--- config.mk ---
export PLATFORM = sky130hd
export DESIGN_NAME = cs_window_filter
export DESIGN_NICKNAME = d
export VERILOG_FILES = /design/src/rtl/cs_window_filter_pkg.sv /design/src/rtl/cs_window_stats.sv /design/src/rtl/cs_window_filter.sv
export SDC_FILE = /design/constraint.sdc
export NUM_CORES = 1
export LEC_CHECK = 0
export ABC_AREA = 0
export ABC_CLOCK_PERIOD_IN_PS = 66400
export CAP_MARGIN = 20
export CORE_MARGIN = 1
export CORE_UTILIZATION = 60
export CTS_BUF_LIST = sky130_fd_sc_hd__clkbuf_8
export CTS_CLUSTER_SIZE = 14
export DETAILED_ROUTE_END_ITERATION = 10
export PLACE_DENSITY_LB_ADDON = 0.1
export SKIP_LAST_GASP = 1
export SLEW_MARGIN = 15
export SYNTH_ARGS = -nofsm -noshare
export SYNTH_HDL_FRONTEND = slang
export SYNTH_HIERARCHICAL = 1
export SYNTH_SLANG_ARGS = --single-unit
--- constraint.sdc ---
create_clock -name clk -period 66.4 [get_ports clk]
set_clock_uncertainty 0.15 [all_clocks]
set_input_delay 9.96 -clock clk [delete_from_list [all_inputs] [get_ports clk]]
set_output_delay 9.96 -clock clk [all_outputs]
set_load 0.02 [all_outputs]
--- src/rtl/cs_window_filter_pkg.sv ---
// Shared definitions for the window filter: mode encodings and the sum-width helper.
package cs_pkg;

    typedef enum logic {
        CS_MODE_FLOOR = 1'b0,
        CS_MODE_CEIL  = 1'b1
    } cs_mode_e;

    // Width that holds the sum of depth samples of data_w bits without overflow.
    function automatic int cs_sum_w(input int data_w, input int depth);
        return data_w + $clog2(depth);
    endfunction

endpackage

--- src/rtl/cs_window_stats.sv ---
// Combinational window statistics: full-precision sum, floor average, and the
// nearest sample at or below (floor mode) / at or above (ceiling mode) that average.
module cs_window_stats
    import cs_pkg::*;
#(
    parameter int DATA_W = 8,
    parameter int DEPTH  = 9,
    parameter int SUM_W  = cs_sum_w(DATA_W, DEPTH)
) (
    input  logic [DATA_W-1:0] i_win [DEPTH],
    input  logic              i_mode,
    output logic [SUM_W-1:0]  o_sum,
    output logic [DATA_W-1:0] o_appr
);

    logic [SUM_W-1:0]  w_sum;
    logic [SUM_W-1:0]  w_avg;
    logic [DATA_W-1:0] w_appr;
    logic              w_found;

    always_comb begin
        w_sum = '0;
        for (int i = 0; i < DEPTH; i++) begin
            w_sum = w_sum + SUM_W'(i_win[i]);
        end
    end

    assign w_avg = w_sum / SUM_W'(DEPTH);

    // The average always lies between the window min and max, so a match always exists.
    always_comb begin
        w_appr  = '0;
        w_found = 1'b0;
        for (int i = 0; i < DEPTH; i++) begin
            if (i_mode == CS_MODE_CEIL) begin
                if ((SUM_W'(i_win[i]) >= w_avg) && (!w_found || (i_win[i] < w_appr))) begin
                    w_appr  = i_win[i];
                    w_found = 1'b1;
                end
            end else begin
                if ((SUM_W'(i_win[i]) <= w_avg) && (!w_found || (i_win[i] > w_appr))) begin
                    w_appr  = i_win[i];
                    w_found = 1'b1;
                end
            end
        end
    end

    assign o_sum  = w_sum;
    assign o_appr = w_appr;

endmodule

--- src/rtl/cs_window_filter.sv ---
// Sliding-window filter y = (sum + DEPTH*appr) >> SHIFT; one-cycle latency, input stalls while y is held.
// CS_WINDOW_SAT_EN: saturate an oversized result to all-ones instead of truncating it.
module cs_window_filter
    import cs_pkg::*;
#(
    parameter int DATA_W = 8,
    parameter int DEPTH  = 9,
    parameter int SHIFT  = 3,
    parameter int OUT_W  = 10
) (
    input  logic              clk,
    input  logic              reset,
    input  logic              flush,
    input  logic              mode,
    input  logic              in_valid,
    output logic              in_ready,
    input  logic [DATA_W-1:0] x,
    output logic              out_valid,
    input  logic              out_ready,
    output logic [OUT_W-1:0]  y
);

    localparam int SW = cs_sum_w(DATA_W, DEPTH);
    localparam int RW = SW + 1;
    localparam int PW = $clog2(DEPTH);
    localparam int FW = $clog2(DEPTH + 1);

    logic [DATA_W-1:0] r_win [DEPTH];
    logic [PW-1:0]     r_wp;
    logic [FW-1:0]     r_fill;
    logic              r_pend;
    logic              r_out_valid;
    logic [OUT_W-1:0]  r_y;

    logic              w_accept;
    logic              w_load;
    logic              w_pend_set;
    logic [FW-1:0]     w_fill_nxt;
    logic [SW-1:0]     w_sum;
    logic [DATA_W-1:0] w_appr;
    logic [RW-1:0]     w_res;
    logic [OUT_W-1:0]  w_y_fit;

    assign in_ready   = !(r_out_valid && !out_ready);
    assign w_accept   = in_valid && in_ready;
    assign w_fill_nxt = (r_fill == FW'(DEPTH)) ? r_fill : r_fill + 1'b1;
    assign w_pend_set = w_accept && (w_fill_nxt == FW'(DEPTH));
    assign w_load     = r_pend && (!r_out_valid || out_ready);

    cs_window_stats #(
        .DATA_W (DATA_W),
        .DEPTH  (DEPTH),
        .SUM_W  (SW)
    ) u_stats (
        .i_win  (r_win),
        .i_mode (mode),
        .o_sum  (w_sum),
        .o_appr (w_appr)
    );

    // sum + DEPTH*appr is at most twice the largest possible sum, so RW bits suffice.
    assign w_res = (RW'(w_sum) + RW'(DEPTH) * RW'(w_appr)) >> SHIFT;

`ifdef CS_WINDOW_SAT_EN
    localparam int EW = (RW > OUT_W) ? RW : OUT_W;
    logic [EW-1:0] w_res_ext;
    assign w_res_ext = EW'(w_res);
    assign w_y_fit   = (w_res_ext > EW'({OUT_W{1'b1}})) ? {OUT_W{1'b1}} : w_res_ext[OUT_W-1:0];
`else
    assign w_y_fit = OUT_W'(w_res);
`endif

    always_ff @(posedge clk or posedge reset) begin
        if (reset) begin
            for (int i = 0; i < DEPTH; i++) r_win[i] <= '0;
            r_wp        <= '0;
            r_fill      <= '0;
            r_pend      <= 1'b0;
            r_out_valid <= 1'b0;
            r_y         <= '0;
        end else if (flush) begin
            for (int i = 0; i < DEPTH; i++) r_win[i] <= '0;
            r_wp        <= '0;
            r_fill      <= '0;
            r_pend      <= 1'b0;
            r_out_valid <= 1'b0;
        end else begin
            if (w_accept) begin
                r_win[r_wp] <= x;
                r_wp        <= (r_wp == PW'(DEPTH - 1)) ? '0 : r_wp + 1'b1;
                r_fill      <= w_fill_nxt;
            end
            if (w_pend_set) begin
                r_pend <= 1'b1;
            end else if (w_load) begin
                r_pend <= 1'b0;
            end
            // The result reflects the window as it stood before this edge's accept.
            if (w_load) begin
                r_y         <= w_y_fit;
                r_out_valid <= 1'b1;
            end else if (out_ready) begin
                r_out_valid <= 1'b0;
            end
        end
    end

    assign out_valid = r_out_valid;
    assign y         = r_y;

endmodule

==> flow_summary.json, run 1 <==
{
  "status": "finished clean",
  "yosys_warnings": 6,
  "critPathArrivalTime_ns": 35.25,
  "dr.first_iter.drc_count": 893,
  "synth-compound-area-share": 0.2213,
  "portBuffers": 25,
  "max-cap-violations": 0,
  "syn_area_per_cell_um2": 8.150,
  "nets": 1733,
  "antenna_found_initial": 0,
  "muxShareOfSynthArea": 0.03046,
  "worstMarginPinSlew_ns": 1.057,
  "hold_viol_final": 0,
  "power.share.switching": 0.5412,
  "layout_common_cells": "ha_1, inv_1, nand2_1",
  "cts_root_buf": "clkbuf_8",
  "synthAdderAreaFrac": 0.2786,
  "hold_slack_ns": 0.3406,
  "p_leak_nw": 5.853,
  "cts_hold_buf": 0,
  "reg2reg_to": "y[9]",
  "fin_tns_setup_ns": 0,
  "cts.repair.resized": 0,
  "postCtsSetupBuffers": 0,
  "async_flop_share": 1.000,
  "cp-start-kind": "flop",
  "dp_slack_ns": 31.97,
  "n_antenna_cell": 0,
  "die_y_um": 144.8,
  "period_needed_ns": 35.15,
  "switchingPower_w": 0.0003125,
  "grt_pass1_vias": 10570,
  "crit_path_frequent_cell": "ha_1",
  "rows": 51,
  "clkLatencyLatePin_ns": 0.38,
  "rr_worst_depth": 132,
  "grt_pass1_wl_um": 56690,
  "post-route-util": 0.6504,
  "seq_power_share": 0.102,
  "worst-setup-path-type": "flop to flop",
  "drtPass1Iterations": 6,
  "cp_max_fo": 17,
  "grt_usage": 0.3600,
  "power_density_nw_per_um2": 45.03,
  "synth_flop_cell": "dfrtp_1",
  "drt-wirelength-per-cell_um": 20.67,
  "h-tree-depth": 3,
  "slowest_delay_ns": 0.79,
  "overflow": 0,
  "path_clk_slew_ns": 0.11,
  "endpoint_kind": "flop",
  "vias": 11230,
  "synth.cell_area_um2": 12240,
  "seq_area_frac_synth": 0.1881,
  "gp_congestion": 0.9790,
  "rsz0062_at_grt": "no",
  "slew_headroom": 0.2931,
  "die_area_um2": 20980,
  "cp-startpoint": "r_win[26]",
  "power_frac_clock": 0.068,
  "synth_simple_gate_area_frac": 0.1871,
  "dp_hpwl_um": 29070,
  "finalCritPeriodShare": 0.5293,
  "ys_seq_elements": 92,
  "synth-edff-count": 0,
  "vias_per_cell": 6.386,
  "synth-xor-area-share": 0.01932,
  "grt_start_max_net_pins": 84,
  "fmax_ghz": 0.02845,
  "coreArea_um2": 19720,
  "totalWireLength_um": 36360,
  "rrSetupSlack_ns": 31.25,
  "peakVddDrop_mv": 0.04846,
  "drive_gt1_frac": 0.06493,
  "layout_commonest_cell": "ha_1",
  "synthCells": 1502,
  "combPwrFrac": 0.830,
  "start_util": 0.6209,
  "cp_slowest_cell": "a22oi_1",
  "critPathCapture": "y[9]",
  "synth_top_family_by_area": "adder cells",
  "area.growth.synth_to_final_pct": 4.752,
  "num_io_pins": 26,
  "cts-buffers-inserted": 9,
  "reg2reg_from": "r_win[26]",
  "layout_setup_ws_ns": 31.25,
  "detail-route-antenna-nets": 0,
  "hp-class": "flop to flop",
  "cts_buffer_depth": 2,
  "clock_sinks": 92,
  "post-route-drc-count": 0,
  "synth_cell_types": 99,
  "die_w_um": 144.8,
  "p_int_w": 0.0002650,
  "slew_violations": 0,
  "required_ns": 66.50,
  "cts_tree": "done",
  "setup_violations": 0,
  "syn_nets": 1746
}
state kept, by name, summed over array words and instances, names as in the netlist:
signal     count
r_fill         4
r_wp           4
out_valid      1
r_pend         1
r_win         72
y             10
worst max-delay path: cells and delay by family (launching register included):
| kind | cells | cell delay, ns |
|---|---|---|
| AOI/OAI and AO/OA | 62 | 16.68 |
| xor gates and xnor gates | 2 | 0.47 |
| adders and majority gates | 21 | 7.56 |
| buffers and inverters | 10 | 1.40 |
| DFF | 1 | 0.53 |
| muxes | 6 | 2.04 |
| and+or+nand+nor | 31 | 6.14 |
metal layers:
| layer | track usage | part of all wire | vias to the layer above |
|---|---|---|---|
| met4 | 0.1064 | 0.030 | 0 |
| met3 | 0.06384 | 0.076 | 73 |
| li1 | - | - | 5284 |
| met1 | 0.4902 | 0.44 | 5432 |
| met2 | 0.5827 | 0.46 | 444 |
| met5 | 0 | 0 | - |
power by group through the flow:
stage	registers [W]	logic [W]	clock network, W
global placement	0.0000598	0.000454	0
floorplan	0.0000589	0.000381	0
global route	0.0000590	0.000528	0.0000420
detailed placement	0.0000599	0.000463	0
CTS	0.0000587	0.000466	0.0000402
finish	0.0000588	0.000479	0.0000395
synth_stat cells, types with 12 or more instances:
master,n,share of area
a21o_1,34,0.021
a21oi_1,150,0.061
a31oi_1,12,0.0061
clkbuf_1,37,0.011
dfrtp_1,92,0.19
fa_1,59,0.096
ha_1,171,0.17
inv_1,166,0.051
mux2_2,14,0.013
mux2i_1,14,0.011
nand2_1,161,0.049
nand2b_1,17,0.0087
nand3_1,97,0.040
nand4_1,31,0.016
nor2_1,73,0.022
nor2b_1,20,0.010
nor3_1,12,0.0049
o211ai_1,12,0.0074
o21a_1,16,0.0098
o21ai_0,72,0.029
xnor2_1,15,0.011
xor2_1,12,0.0086
final cells by class:
class / count / area (µm²)
multi-input combinational: 1180 / 9025
fill: 1785 / 6894
sequential: 92 / 2302
inverter: 171 / 644.4
tap: 265 / 331.6
timing repair buffer: 35 / 320.3
clock buffer: 9 / 123.9
clock inverter: 7 / 76.32
cell families after synthesis:
group,after synthesis
AOI/OAI and AO/OA,410
xor gates and xnor gates,27
buffers and inverters,230
muxes,33
DFF,92
and+or+nand+nor,471
adders and majority gates,239
metrics by stage:
stage	total power, W	cell area (µm²)	cells
after floorplan	0.0004397	12240	1502
after global placement	0.0005137	12620	1743
after detailed placement	0.0005232	12620	1743
after CTS	0.0005646	12820	1759
after global routing	0.0006293	12820	1759
final	0.0005775	12820	1759
how the worst min path moves through the flow:
| stage | cells after the start | endpoint | startpoint |
|---|---|---|---|
| after floorplan | 2 | out_valid | r_pend |
| after global placement | 2 | y[7] | y[7] |
| after detailed placement | 2 | y[2] | y[2] |
| after CTS | 2 | y[2] | y[2] |
| after global routing | 2 | y[4] | y[4] |
| final | 2 | y[2] | y[2] |
Power figures use the tool's default switching activity.
==> run 2: changes to the inputs <==
--- a/config.mk
+++ b/config.mk
@@ -6,7 +6,7 @@
 export NUM_CORES = 1
 export LEC_CHECK = 0
 export ABC_AREA = 0
-export ABC_CLOCK_PERIOD_IN_PS = 66400
+export ABC_CLOCK_PERIOD_IN_PS = 36900
 export CAP_MARGIN = 20
 export CORE_MARGIN = 1
 export CORE_UTILIZATION = 60
==> constraint.sdc (replaced) <==
create_clock -name clk -period 36.9 [get_ports clk]
set_clock_uncertainty 0.15 [all_clocks]
set_input_delay 5.535 -clock clk [delete_from_list [all_inputs] [get_ports clk]]
set_output_delay 5.535 -clock clk [all_outputs]
set_load 0.02 [all_outputs]
==> run 2 against run 1 <==
Core utilization barely moved. Worst setup slack got worse by 29 ns. Total power rose by 78%. Combinational power rose by 79%. Global-route usage fell by 0.15 points. Register-to-register slack got worse by 29 ns. Critical path depth rose by 1. Clock power rose by 73%. First-iteration DRC count rose by 13%. Die area did not move. Count of clock-buffer cells in the layout did not move. Critical path type unchanged. Highest routed layer unchanged.
==> flow_summary.json, run 2 (synthesis results as in run 1) <==
{
  "coreArea_um2": 19720,
  "die_w_um": 144.8,
  "dp_hpwl_um": 28830,
  "antenna_found_initial": 0,
  "p_leak_nw": 5.850,
  "vias": 11200,
  "num_io_pins": 26,
  "worst-setup-path-type": "flop to flop",
  "fin_area_um2": 12820,
  "clkLatencyLatePin_ns": 0.39,
  "hold_viol_final": 0,
  "peakVddDrop_mv": 0.05758,
  "layout_setup_ws_ns": 2.431,
  "drt-wirelength-per-cell_um": 20.50,
  "hold_path_depth": 2,
  "dr.first_iter.drc_count": 1008,
  "hp-class": "flop to flop",
  "rrSetupSlack_ns": 2.43,
  "h-tree-depth": 3,
  "detail-route-antenna-nets": 0,
  "portBuffers": 25,
  "slew_violations": 0,
  "required_ns": 37.00,
  "crit_family": "compound AO/OA/AOI/OAI gates",
  "cp_max_fo": 17,
  "post-route-drc-count": 0,
  "power_density_nw_per_um2": 80.42,
  "reg2reg_to": "y[7]",
  "endpoint_kind": "flop",
  "setup_violations": 0,
  "grt_usage": 0.3584,
  "critPathArrivalTime_ns": 34.57,
  "status": "finished clean",
  "drive_gt1_frac": 0.06627,
  "rr_worst_depth": 133,
  "die_y_um": 144.8,
  "cts-buffers-inserted": 9,
  "period_needed_ns": 34.47,
  "grt_start_max_net_pins": 84,
  "drtPass1Iterations": 6,
  "overflow": 0,
  "p_total_w": 0.001031,
  "fmax_ghz": 0.02901,
  "slowest_delay_ns": 0.73,
  "cts_tree": "done",
  "cp_num_buf_inv": 11,
  "vias_per_cell": 6.367,
  "area.growth.synth_to_final_pct": 4.702,
  "totalWireLength_um": 36060,
  "reg2reg_from": "r_win[26]",
  "nets": 1733,
  "cp_slowest_cell": "o311a_1",
  "rsz0062_at_grt": "no",
  "postCtsSetupBuffers": 0,
  "max-cap-violations": 0,
  "worstHoldStart": "y[1]",
  "gp_congestion": 1.019,
  "layout_common_cells": "ha_1, inv_1, nand2_1",
  "clock_sinks": 92,
  "largest_register_ffs": 72,
  "layout_commonest_cell": "ha_1",
  "start_util": 0.6209,
  "cts_root_buf": "clkbuf_8",
  "rows": 51,
  "die_area_um2": 20980,
  "grt_pass1_vias": 10270,
  "dp_slack_ns": 2.944,
  "worstMarginPinSlew_ns": 1.057,
  "hold-path-endpoint": "y[1]",
  "fin_tns_setup_ns": 0,
  "crit_path_frequent_cell": "ha_1",
  "cts_buffer_depth": 2,
  "grt_pass1_wl_um": 56320,
  "finalCritPeriodShare": 0.9341,
  "n_antenna_cell": 0,
  "largest_register": "r_win",
  "dpl_cell_area_um2": 12620,
  "slew_headroom": 0.2924,
  "path_clk_slew_ns": 0.11,
  "cp-start-kind": "flop"
}
==> run 2: cell type report <==
class                      instances  area, µm²
multi-input combinational       1180       9030
fill                            1767       6900
sequential                        92       2302
inverter                         171      644.4
tap                              265      331.6
timing repair buffer              35      320.3
clock buffer                       9      123.9
clock inverter                     7      65.06
==> run 2: worst max path at each step <==
stage | start | slack, ns | endpoint | cells after the start
2_1_floorplan | r_win[26] | 6.80 | y[9] | 141
3_3_place_gp | r_win[26] | 3.56 | y[6] | 133
3_5_place_dp | r_win[26] | 2.94 | y[6] | 134
4_1_cts | r_win[26] | 2.81 | y[7] | 133
5_1_grt | r_win[26] | 0.25 | y[7] | 134
6_report | r_win[26] | 2.43 | y[7] | 133
==> run 2: tightest hold or removal path: stages, from the launching register on <==
cell	delay, ns
dfrtp_1	0.36
nand2_1	0.04
o21ai_0	0.06
==> run 2: metrics by stage <==
stage | hold WS, ns | util | std cells
floorplan | 0.3385 | - | 1502
global placement | 0.3110 | 0.6402 | 1743
detailed placement | 0.3215 | 0.6402 | 1743
CTS | 0.3468 | 0.6498 | 1759
global route | 0.3765 | 0.6500 | 1759
finish | 0.3394 | 0.6500 | 1759
==> run 2: repair_timing <==
action / in CTS / in global routing
setup endpoints to repair: 0 / 4
gates resized for setup: 0 / 1
hold buffers: 0 / 0
==> run 2: layer usage <==
| metal | up-vias | GRT usage | share of wire |
|---|---|---|---|
| met5 | - | 0 | 0 |
| met4 | 0 | 0.1042 | 0.029 |
| met3 | 63 | 0.05232 | 0.082 |
| met2 | 490 | 0.5744 | 0.46 |
| met1 | 5359 | 0.5008 | 0.43 |
| li1 | 5287 | - | - |
==> run 2: where the power goes <==
part / total, W / internal, W / leakage [nW] / switching [W]
combinational: 0.000856 / 0.000342 / 4.48 / 0.000514
clock: 0.0000684 / 0.0000261 / 0.0978 / 0.0000423
sequential: 0.000106 / 0.000102 / 1.28 / 0.00000365
total: 0.00103 / 0.000471 / 5.85 / 0.000560
==> run 3: changes to the inputs <==
--- a/config.mk
+++ b/config.mk
@@ -14,7 +14,6 @@
 export CTS_CLUSTER_SIZE = 14
 export DETAILED_ROUTE_END_ITERATION = 10
 export PLACE_DENSITY_LB_ADDON = 0.1
-export SKIP_LAST_GASP = 1
 export SLEW_MARGIN = 15
 export SYNTH_ARGS = -nofsm -noshare
 export SYNTH_HDL_FRONTEND = slang
==> results of run 3 <==
Final layout, timing and power as in run 2 (identical DEF).
